--- src/rtl/dff_arb_pkg.sv ---
// dff_arb_pkg: shared state encoding and index-width helper for the dff write arbiter
package dff_arb_pkg;
  typedef enum logic {IDLE = 1'b0, GRANT = 1'b1} state_t;
  function automatic int idx_w(input int n);
    return (n > 1) ? $clog2(n) : 1;
  endfunction
endpackage

--- src/rtl/dff_write_arbiter_rr_pick.sv ---
// rr_pick: combinational round-robin selector, first request at or after ptr with wrap-around
module rr_pick #(
  parameter int N  = 4,
  parameter int IW = 2
) (
  input  logic [N-1:0]  req,
  input  logic [IW-1:0] ptr,
  output logic          any_req,
  output logic [IW-1:0] idx
);
  assign any_req = |req;
  always_comb begin
    idx = '0;
    for (int i = N - 1; i >= 0; i--) if (req[(int'(ptr) + i) % N]) idx = IW'((int'(ptr) + i) % N);
  end
endmodule

--- src/rtl/dff_write_arbiter.sv ---
// dff_write_arbiter: round-robin arbiter loading one shared register from N_REQ valid/ready requesters
module dff_write_arbiter
  import dff_arb_pkg::*;
#(
  parameter int N_REQ = 4,
  parameter int WIDTH = 8,
  parameter int CNT_W = 16
) (
  input  logic                     clk,
  input  logic                     rst,
  input  logic [N_REQ-1:0]         req_valid,
  input  logic [N_REQ*WIDTH-1:0]   req_data,
  output logic [N_REQ-1:0]         req_ready,
  output logic [WIDTH-1:0]         q,
  output logic                     q_upd,
  output logic [idx_w(N_REQ)-1:0]  q_src,
  output logic                     busy,
  output logic [CNT_W-1:0]         wr_count
);
  localparam int IW = idx_w(N_REQ);
  state_t            state_q, state_d;
  logic [IW-1:0]     g_q, g_d, ptr_q, ptr_d, src_q, src_d, pick;
  logic [WIDTH-1:0]  q_q, q_d;
  logic [CNT_W-1:0]  cnt_q, cnt_d;
  logic              upd_q, upd_d, any_req, wr;
  rr_pick #(.N(N_REQ), .IW(IW)) u_pick (
    .req    (req_valid),
    .ptr    (ptr_q),
    .any_req(any_req),
    .idx    (pick)
  );
  always_comb begin
    wr      = state_q == GRANT && req_valid[g_q];
    state_d = (state_q == IDLE && any_req) ? GRANT : IDLE;
    g_d     = (state_q == IDLE) ? pick : g_q;
    ptr_d   = wr ? ((g_q == IW'(N_REQ - 1)) ? '0 : g_q + 1'b1) : ptr_q;
    q_d     = wr ? req_data[g_q*WIDTH +: WIDTH] : q_q;
    src_d   = wr ? g_q : src_q;
    upd_d   = wr;
    cnt_d   = (wr && !(&cnt_q)) ? cnt_q + 1'b1 : cnt_q;
  end
  always_ff @(posedge clk) begin
    if (rst) begin
      state_q <= IDLE;
      g_q     <= '0;
      ptr_q   <= '0;
      src_q   <= '0;
      q_q     <= '0;
      upd_q   <= 1'b0;
      cnt_q   <= '0;
    end else begin
      state_q <= state_d;
      g_q     <= g_d;
      ptr_q   <= ptr_d;
      src_q   <= src_d;
      q_q     <= q_d;
      upd_q   <= upd_d;
      cnt_q   <= cnt_d;
    end
  end
  assign req_ready = (state_q == GRANT) ? (N_REQ'(1) << g_q) : '0;
  assign busy      = state_q == GRANT;
  assign q         = q_q;
  assign q_upd     = upd_q;
  assign q_src     = src_q;
  assign wr_count  = cnt_q;
endmodule
--- config.mk ---
export PLATFORM = sky130hd
export DESIGN_NAME = dff_write_arbiter
export DESIGN_NICKNAME = d
export VERILOG_FILES = /design/src/rtl/dff_arb_pkg.sv /design/src/rtl/dff_write_arbiter_rr_pick.sv /design/src/rtl/dff_write_arbiter.sv
export SDC_FILE = /design/constraint.sdc
export NUM_CORES = 1
export LEC_CHECK = 0
export ABC_CLOCK_PERIOD_IN_PS = 1600
export CAP_MARGIN = 20
export CORE_MARGIN = 3
export CORE_UTILIZATION = 30
export CTS_BUF_LIST = sky130_fd_sc_hd__clkbuf_2
export CTS_CLUSTER_DIAMETER = 80
export CTS_CLUSTER_SIZE = 16
export DETAILED_ROUTE_END_ITERATION = 8
export GPL_TIMING_DRIVEN = 1
export PLACE_DENSITY = 0.67
export SLEW_MARGIN = 20
export SYNTH_ARGS = -nofsm -noshare
export SYNTH_HDL_FRONTEND = slang
export SYNTH_SLANG_ARGS = --single-unit
--- constraint.sdc ---
create_clock -name clk -period 1.6 [get_ports clk]
set_input_delay 0.24 -clock clk [delete_from_list [all_inputs] [get_ports clk]]
set_output_delay 0.24 -clock clk [all_outputs]
set_load 0.005 [all_outputs]
==> metrics <==
run status=complete, but fails checks; violations in the final reports=negative setup slack; Critical Setup Path Class=register to register; Yosys cell types=41; vertical extent of the die=about 84 µm; Avg WL per Cell=roughly 13 µm; minimum setup slack among reg-to-reg paths=-0.09 ns; class of the most critical hold timing path=register to register; Initial Utilization=0.320; reg-to-reg endpoint=wr_count[15]$_SDFFE_PP0P_; total via count in the routed design=1741; final worst clock skew=between 0.015 and 0.02 ns; total power density per cell area=between 500 and 600 mW/mm²; total number of clock tree sinks=32; post-layout net count=341; maximum achievable frequency=0.591 GHz; CP Max Fanout=6; number of optimization iterations in the first detailed-route pass=4; sequential-to-total area share from yosys stat=0.352; fill cell total of the finished layout=517; Critical Path Sink Type=register; area of the mapped netlist=about 0.0018 mm²; synthesized instance count=186; GRT Residual Overflow=0; transition time at the pin with the least slew margin=0.392 ns; min cycle time layout=between 1.5 and 2 ns; launch instance of the worst min-delay path=q_src[1]$_SDFFE_PP0P_; register bit total from synthesis=32; final-report hold violation count=0; Row Count=27; maximum buffer depth of the clock tree=2; most frequent cells in the layout=sky130_fd_sc_hd__clkdlybuf4s50_1, sky130_fd_sc_hd__buf_4, sky130_fd_sc_hd__nor2_1; Max-cap violations=0; CTS tree=done; total nets after synthesis=229; worst path setup slack after routing=-0.0909 ns; post-route ant nets=0; CTS buffer count=5; number of buffers added on ports=between 60 and 70; beginning of the worst register-to-register path=g_q[1]$_SDFFE_PP0N_; largest voltage drop on the vdd net=0.325 mV; Worst Hold End=q_src[1]$_SDFFE_PP0P_; vias per cell=4.69; Warnings, synthesis=0; Total Routing Usage GR=0.140; starting DRC count in detailed routing=36; area delta synth->final=73.1%; fraction of final layout cells with drive strength greater than 1=0.385; pre-CTS WS=-0.443 ns; Clock Root Buffer=sky130_fd_sc_hd__clkbuf_2; Worst Path Required=~1.9 ns; Die W=83.8 µm; core region area=about 0.0057 mm²; placer congestion estimate=0.777; clock network latency to the later pin of the worst-skew pair=0.36 ns; number of placed I/O pins=70; most common cell after layout, fill and taps aside=sky130_fd_sc_hd__clkdlybuf4s50_1; count of cells along the worst hold path=2; # diodes=0; kind of start point of the critical path=register; final period utilization=1.06; leakage power summed over all cells=1.40 nW; maximum level of the CTS H-tree=2; final routed DRC violation total=0; setup violators final=19; number of antenna violations at the first check in global routing=0; Slew HR=0.738; Detailed Route WL=roughly 4700 µm; number of pins with negative max-slew slack in the final report=0; first-pass GRT wire length=8170 µm; RSZ-0062 raised after global routing=yes; mean instance size in the synthesized netlist=9.77 µm²; worst path arrival time=1.95 ns; worst reg2reg path depth=7; detailed placement HPWL=3620 µm; Design Area, Final=about 0.0031 mm²; number of global-route vias before repair=1819; Placed Area=~0.0029 mm²; clock transition time at the flip-flop clock pins of the worst setup and hold paths=between 0.15 and 0.2 ns; maximum number of pins on one net before global-route repair=23; die area=0.00703 mm²
stage by stage:
stage	util	setup TNS (ns)	hold WS (ns)	instances	power, mW
4_1_cts	0.535	-1.29	0.521	370	1.68
3_3_place_gp	0.507	-8.43	0.468	357	1.27
2_1_floorplan	-	-0.0287	0.410	186	1.05
5_1_grt	0.554	-3.05	0.556	371	1.80
3_5_place_dp	0.507	-9.89	0.485	357	1.28
6_report	0.554	-0.509	0.519	371	1.68
critical path, stage by stage, from the launching register on:
cell and delay [ns]:
sky130_fd_sc_hd__dfxtp_4 0.37, sky130_fd_sc_hd__buf_6 0.12, sky130_fd_sc_hd__mux2_4 0.30, sky130_fd_sc_hd__a22oi_2 0.17, sky130_fd_sc_hd__buf_6 0.17, sky130_fd_sc_hd__nor2_4 0.05, sky130_fd_sc_hd__nand4_1 0.10, sky130_fd_sc_hd__mux2_4 0.31
flip-flops by register name, summed over array words and instances, names as in the netlist:
register / flops
wr_count: 16
q: 8
g_q: 2
ptr_q: 2
q_src: 2
busy: 1
q_upd: 1
how the worst max path moves through the flow:
| stage | from | end | slack (ns) | cells past startpoint |
|---|---|---|---|---|
| 3_3_place_gp | req_valid[0] | wr_count[15]$_SDFFE_PP0P_ | -0.37 | 6 |
| 3_5_place_dp | req_valid[0] | q[6]$_SDFFE_PP0P_ | -0.44 | 6 |
| 5_1_grt | g_q[1]$_SDFFE_PP0N_ | wr_count[12]$_SDFFE_PP0P_ | -0.16 | 8 |
| 6_report | g_q[1]$_SDFFE_PP0N_ | wr_count[15]$_SDFFE_PP0P_ | -0.09 | 7 |
| 2_1_floorplan | wr_count[0]$_SDFFE_PP0P_ | wr_count[15]$_SDFFE_PP0P_ | -0.03 | 6 |
| 4_1_cts | g_q[0]$_SDFFE_PP0N_ | req_ready[1] | -0.1 | 4 |
power breakdown:
part / total, mW / switching (mW) / internal, mW
combinational: 0.465 / 0.170 / 0.295
clock: 0.374 / 0.276 / 0.0980
sequential: 0.845 / 0.0216 / 0.824
timing repair:
action / 4_1_cts / 5_1_grt
setup buffers: 5 / 2
pin swaps: 6 / 9
hold buffers: 0 / 0
hold endpoints to repair: 0 / 0
endpoints found under the setup margin: 42 / 41
gates resized for setup: 53 / 31
area by class of cell:
cell class | count | area (µm²) | area share
clock inverters | 3 | 13.8 | 0.00437
well taps | 72 | 90.1 | 0.0286
flip-flops and latches | 32 | 673 | 0.214
multi-input cells | 138 | 1230 | 0.391
clock buffers | 5 | 25.0 | 0.00795
repair buffers | 116 | 1090 | 0.347
inverters | 5 | 23.8 | 0.00755
cell families after synthesis:
kind of cell / count (synthesis) / synth area share
buf+inv: 16 / 0.0489
flops: 32 / 0.352
mux: 22 / 0.178
compound gates: 16 / 0.0530
xor+xnor: 12 / 0.0578
fa+ha+maj: 5 / 0.0344
simple gates: 83 / 0.275
synth_stat cells (all sizes together):
master	n	area, µm²
nand3	8	40.0
nor4	7	90.1
inv	5	18.8
and4	1	8.76
buf	7	55.1
clkbuf	4	15.0
xnor2	12	105
nand2b	1	6.26
nor3	8	60.1
nor2b	2	12.5
or3	1	6.26
nand4	5	43.8
a22oi	2	20.0
o21ai	3	15.0
o21a	1	7.51
a21oi	8	40.0
nor3b	1	12.5
and3	1	6.26
dfxtp	32	641
or2	1	6.26
nor2	31	119
ha	5	62.6
nand2	8	30.0
a31oi	1	6.26
a211oi	1	7.51
mux2	3	33.8
and2	7	43.8
mux4	8	180
mux2i	11	110
nor4b	1	15.0
layer usage:
| metal | vias up | part of all wire | wire, µm | GRT usage |
|---|---|---|---|---|
| met5 | - | 0 | 0 | 0 |
| met4 | 0 | 0.0029 | 14 | 0.0263 |
| met3 | 2 | 0.081 | 387 | 0.0573 |
| met2 | 54 | 0.50 | 2370 | 0.243 |
| met1 | 805 | 0.42 | 1980 | 0.162 |
| li1 | 880 | - | - | - |
Note: power is estimated with default switching activity, not from simulation.
==> edit 1: new RTL, same settings <==
`CNT_W`: 16 -> 14.
--- a/src/rtl/dff_write_arbiter.sv
+++ b/src/rtl/dff_write_arbiter.sv
@@ -6,3 +6,3 @@
   parameter int WIDTH = 8,
-  parameter int CNT_W = 16
+  parameter int CNT_W = 14
 ) (
Ports: changed (resized wr_count); port bits go from 70 to 68. No check against the original RTL was run, so the function may have changed too.
==> edit 1 against the original RTL <==
Cell area grew 3.9%; via count grew 15%; power grew 9.4%; die area shrank 4.0%; highest routed layer unchanged; first-iteration DRC count grew 100%; fmax grew 1.6%; sequential share of layout area shrank 2.2 points; clock skew shrank 0.00091 ns; setup slack gained 0.026 ns; largest power group unchanged; clock power grew 52%; sequential cell count shrank 2; routed wire length grew 19%; the run still ends with setup timing left; area after synthesis shrank 4.3%.
==> edit 1: results (changes against the original RTL) <==
- Status: complete, but fails checks (unchanged)
- Violated checks: setup timing (unchanged)
- Wire per inst: 14.7 µm (was 12.8 µm)
- GRT Total Usage: 0.164 (was 0.140)
- Synthesized area per cell: 9.06 µm² (was 9.77 µm²)
- Clock latency on the worst-skew pair: 0.39 ns (was 0.36 ns)
- First-pass GRT wire length: 8630 µm (was 8170 µm)
- Worst Hold Launch: q[6]$_SDFFE_PP0P_ (was q_src[1]$_SDFFE_PP0P_)
- Peak supply drop: 0.342 mV (was 0.325 mV)
- Critical Path AT: 1.97 ns (was 1.95 ns)
- CTS Buffer Depth: 2 (unchanged)
- Fill cells: 496 (was 517)
- Delay-heaviest family, CP: flip-flops (was multiplexers)
- Cell total after placement: 363 (was 357)
- Final nets: 357 (was 341)
- Finished Layout Cells: 387 (was 371)
- Syn Nets: 235 (was 229)
- Synth top area cells: dfxtp_1, mux4_2, a21oi_1, nand2_1, ha_1 (was dfxtp_1, mux4_2, nor2_1, mux2i_1, xnor2_1)
- Input/output buffers: 67 (was 69)
- Placement Setup Slack: -0.307 ns (was -0.443 ns)
- Int Power: 1320 µW (was 1220 µW)
- Starting DRC count in detailed routing: 73 (was 36)
- Crit Path Max Fanout: 4 (was 6)
- CTS clk-pin slew, worst paths: 0.19 ns (was 0.16 ns)
- Largest stage delay, worst path: 0.40 ns (was 0.37 ns)
- # setup viols final: 9 (was 19)
- Worst slew margin: 0.762 (was 0.738)
- Vias: 2,001 (was 1,741)
- Post-Place Cell Area: 2770 µm² (was 2880 µm²)
- Share of layout cells above drive strength 1: 0.441 (was 0.385)
- Launching point of the worst reg2reg path: g_q[0]$_SDFFE_PP0N_ (was g_q[1]$_SDFFE_PP0N_)
- Largest net degree at the start of global routing: 35 (was 23)
- Max reg flops: 14 (was 16)
- Hold endpoint: q[6]$_SDFFE_PP0P_ (was q_src[1]$_SDFFE_PP0P_)
- Final worst slack: -0.0645 ns (was -0.0909 ns)
edit 1: timing repair:
action                     4_1_cts  5_1_grt
setup buffers                   11        2
gates resized for setup         57       53
setup endpoints to repair       36       33
cloned                           1        2
pin swaps                        6        7
edit 1: kinds of logic (layout without fill, tap and decap cells):
kind of cell             after synthesis  count (layout)  share of synthesized area
multiplexers                          15              15                      0.147
buffers and inverters                 15             137                     0.0403
AND/OR/NAND/NOR                       84              84                      0.266
flip-flops                            30              30                      0.345
AO/OA/AOI/OAI                         43              44                      0.165
adder cells (fa/ha/maj)                5               5                     0.0360
edit 1: layout make-up:
cell class              instances  area, µm²  area share
repair buffers                123       1110       0.339
inverters                       6       32.5     0.00995
flip-flops and latches         30        628       0.192
well taps                      72       90.1      0.0276
multi-input cells             148       1340       0.409
clock buffers                   5       25.0     0.00765
clock inverters                 3       45.0      0.0138
edit 1: worst reg2reg max path, cell delays in order (launching register included):
cell and delay, ns:
dfxtp_4 0.40, buf_6 0.13, buf_6 0.11, and4b_1 0.28
o2bb2ai_4 0.15, o311a_1 0.22, mux2_4 0.30
edit 1: how the worst max path moves through the flow:
stage	start	to	slack [ns]
6_report	g_q[0]$_SDFFE_PP0N_	wr_count[4]$_SDFFE_PP0P_	-0.06
5_1_grt	g_q[0]$_SDFFE_PP0N_	wr_count[4]$_SDFFE_PP0P_	-0.12
3_5_place_dp	req_valid[3]	wr_count[7]$_SDFFE_PP0P_	-0.31
3_3_place_gp	req_valid[3]	wr_count[7]$_SDFFE_PP0P_	-0.29
4_1_cts	g_q[0]$_SDFFE_PP0N_	wr_count[6]$_SDFFE_PP0P_	-0.05
2_1_floorplan	busy$_SDFF_PP0_	wr_count[4]$_SDFFE_PP0P_	0.01
edit 1: per-stage QoR:
stage | utilization | setup TNS, ns
after CTS | 0.536 | -0.128
after global routing | 0.587 | -1.71
after global placement | 0.497 | -5.66
after detailed placement | 0.497 | -6.64
final | 0.587 | -0.240
after floorplan | - | 0
edit 1: power by group through the flow:
stage / clock, µW / combinational, µW / sequential (µW)
2_1_floorplan: 0 / 165 / 811
3_3_place_gp: 0 / 389 / 809
3_5_place_dp: 0 / 395 / 809
4_1_cts: 576 / 423 / 791
5_1_grt: 603 / 520 / 797
6_report: 568 / 482 / 794
edit 1: metal layers:
metal  vias up  global-route usage  part of all wire
met1       948               0.184              0.39
met2        84               0.285              0.51
met4         0              0.0349             0.010
met3         6              0.0727             0.095
li1        963                   -                 -
met5         -                   0                 0
==> edit 2: new RTL, config.mk and constraints unchanged <==
Without the edit above. `g_q` and `q_q` no longer have a reset.
--- a/src/rtl/dff_write_arbiter.sv
+++ b/src/rtl/dff_write_arbiter.sv
@@ -44,6 +44,4 @@
       state_q <= IDLE;
-      g_q     <= '0;
       ptr_q   <= '0;
       src_q   <= '0;
-      q_q     <= '0;
       upd_q   <= 1'b0;
@@ -52,6 +50,4 @@
       state_q <= state_d;
-      g_q     <= g_d;
       ptr_q   <= ptr_d;
       src_q   <= src_d;
-      q_q     <= q_d;
       upd_q   <= upd_d;
@@ -59,2 +55,7 @@
     end
+  end
+
+  always_ff @(posedge clk) begin
+    g_q <= g_d;
+    q_q <= q_d;
   end
Function: differs if rst is asserted again (counterexample within 4 cycles, from zero or initial values and one cycle with rst high); with rst held inactive, the same outputs for 10 cycles.
==> edit 2 against the original RTL <==
Area after synthesis is 0.62% higher; routed wire length is 5.6% higher; power is 9.9% higher; the run still ends with setup timing left; worst hold slack worse by 0.014 ns; cell area is 1.5% lower; via count is 4.4% higher; setup slack worse by 0.058 ns; sequential cell count stayed put.
==> edit 2: results (changes against the original RTL) <==
- CTS clk-pin slew, worst paths: 0.17 ns
- CP endpoint kind: register (unchanged)
- Synth top area cells: dfxtp_1, edfxtp_1, mux4_2, a21oi_1, mux2_1 (was dfxtp_1, mux4_2, nor2_1, mux2i_1, xnor2_1)
- Largest net degree at the start of global routing: 29 (was 23)
- Delay-heaviest family, CP: multiplexers (unchanged)
- Status: complete, but fails checks (unchanged)
- GRT Total Usage: 0.149 (was 0.140)
- Cell total after placement: 337 (was 357)
- EDFF count, synth: 10 (was 0)
- Starting DRC count in detailed routing: 110 (was 36)
- Peak supply drop: 0.280 mV (was 0.325 mV)
- Leakage dissipation: 0.00125 µW (was 0.00140 µW)
- Post-Place Cell Area: 2860 µm² (was 2880 µm²)
- Vias per Instance: 5.06 (was 4.69)
- Vias in the first global route: 1,828 (was 1,819)
- Violated checks: setup timing (unchanged)
- Synthesized area per cell: 10.5 µm² (was 9.77 µm²)
- Prevailing post-synth register cell: dfxtp_1 (unchanged)
- Max reg flops: 16 (unchanged)
- WHS: 0.505 ns (was 0.519 ns)
- Worst Hold Launch: ptr_q[0]$_SDFFE_PP0P_ (was q_src[1]$_SDFFE_PP0P_)
- Crit Path Max Fanout: 20 (was 6)
- Input/output buffers: 69 (unchanged)
- Crit. Startpoint: g_q[1]$_DFFE_PN_ (was g_q[1]$_SDFFE_PP0N_)
- Worst R2R Path Depth: 6 (was 7)
- Worst slew margin: 0.761 (was 0.738)
- Post-synthesis sequential area ratio: 0.405 (was 0.352)
- Post-synth top cells: dfxtp_1, a21oi_1, nor2_1, edfxtp_1 (was dfxtp_1, nor2_1, xnor2_1, mux2i_1)
- Distinct cells, synth: 39 (was 41)
- Fill cells: 502 (was 517)
- Footprint of the multi-input gates: 1100 µm² (was 1230 µm²)
- First-pass GRT wire length: 8530 µm (was 8170 µm)
- Final nets: 329 (was 341)
- RD Place Congestion: 0.800 (was 0.777)
- Finished Layout Cells: 359 (was 371)
- Int Power: 1350 µW (was 1220 µW)
- Ys Warns: 0 (unchanged)
- Hold endpoint: ptr_q[0]$_SDFFE_PP0P_ (was q_src[1]$_SDFFE_PP0P_)
- DP HPWL: 3630 µm (was 3620 µm)
- Max Slew Vio Count: 0 (unchanged)
- CP max stage cell: edfxtp_1 (was dfxtp_4)
- H-tree depth: 2 (unchanged)
- Final wirelength: 5020 µm (was 4750 µm)
- Drt pass-1 iters: 4 (unchanged)
- Initial antenna violation count: 0 (unchanged)
- Largest stage delay, worst path: 0.43 ns (was 0.37 ns)
- # setup viols final: 32 (was 19)
- CTS Buffer Depth: 2 (unchanged)
- Share of layout cells above drive strength 1: 0.366 (was 0.385)
- Worst hold-check path type: register to register (unchanged)
- Clk_skew: 0.0158 ns (was 0.0182 ns)
- Critical Path AT: 2.03 ns (was 1.95 ns)
- Final worst slack: -0.149 ns (was -0.0909 ns)
- Cts bufs inserted: 5 (unchanged)
- Syn Nets: 218 (was 229)
- R2r endpoint: wr_count[14]$_SDFFE_PP0P_ (was wr_count[15]$_SDFFE_PP0P_)
- Mapped Cells: 175 (was 186)
-- edit 2: cell type report --
cell class,count,share of cell area
Clock inverter,1,0.00121
Tap cell,72,0.0291
Clock buffer,7,0.0113
Sequential cell,32,0.246
Multi-Input combinational cell,126,0.354
Timing Repair Buffer,114,0.347
Inverter,7,0.0117
-- edit 2: layer usage --
layer | GRT usage | wire length (µm) | vias to the layer above
met5 | 0 | 0 | -
met4 | 0.0570 | 70 | 0
met3 | 0.0286 | 243 | 5
met2 | 0.257 | 2530 | 50
met1 | 0.181 | 2180 | 865
li1 | - | - | 897
-- edit 2: per-stage QoR --
step           TNS, ns  power, µW  worst slack (ns)
5_1_grt          -5.13       1960            -0.236
6_report         -2.41       1850            -0.149
3_5_place_dp     -8.51       1390            -0.401
2_1_floorplan  -0.0483       1150           -0.0126
3_3_place_gp     -7.76       1380            -0.374
4_1_cts          -2.85       1840            -0.197
-- edit 2: worst register-to-register path, cell delays in order (launching register included) --
cell and delay (ns):
edfxtp_1 0.43, buf_6 0.14, mux2_4 0.30, a22oi_2 0.23, buf_12 0.20, nor4_2 0.07
mux2_1 0.31
-- edit 2: what timing repair did --
action / CTS / global route
pin swaps: 7 / 6
setup buffers: 12 / 2
setup endpoints to repair: 36 / 45
resized for setup: 58 / 19
-- edit 2: cell families after synthesis --
family	Yosys count	share of synthesized area
and+or+nand+nor	71	0.242
DFF	32	0.405
AOI/OAI and AO/OA	31	0.111
muxes	19	0.164
buffers and inverters	17	0.0438
adders and majority gates	5	0.0342
-- edit 2: power by group through the flow --
stage          clock network [µW]  registers (µW)  logic, µW
6_report                      389             910        553
2_1_floorplan                   0             938        214
3_5_place_dp                    0             931        462
4_1_cts                       405             911        523
3_3_place_gp                    0             929        453
5_1_grt                       442             916        604
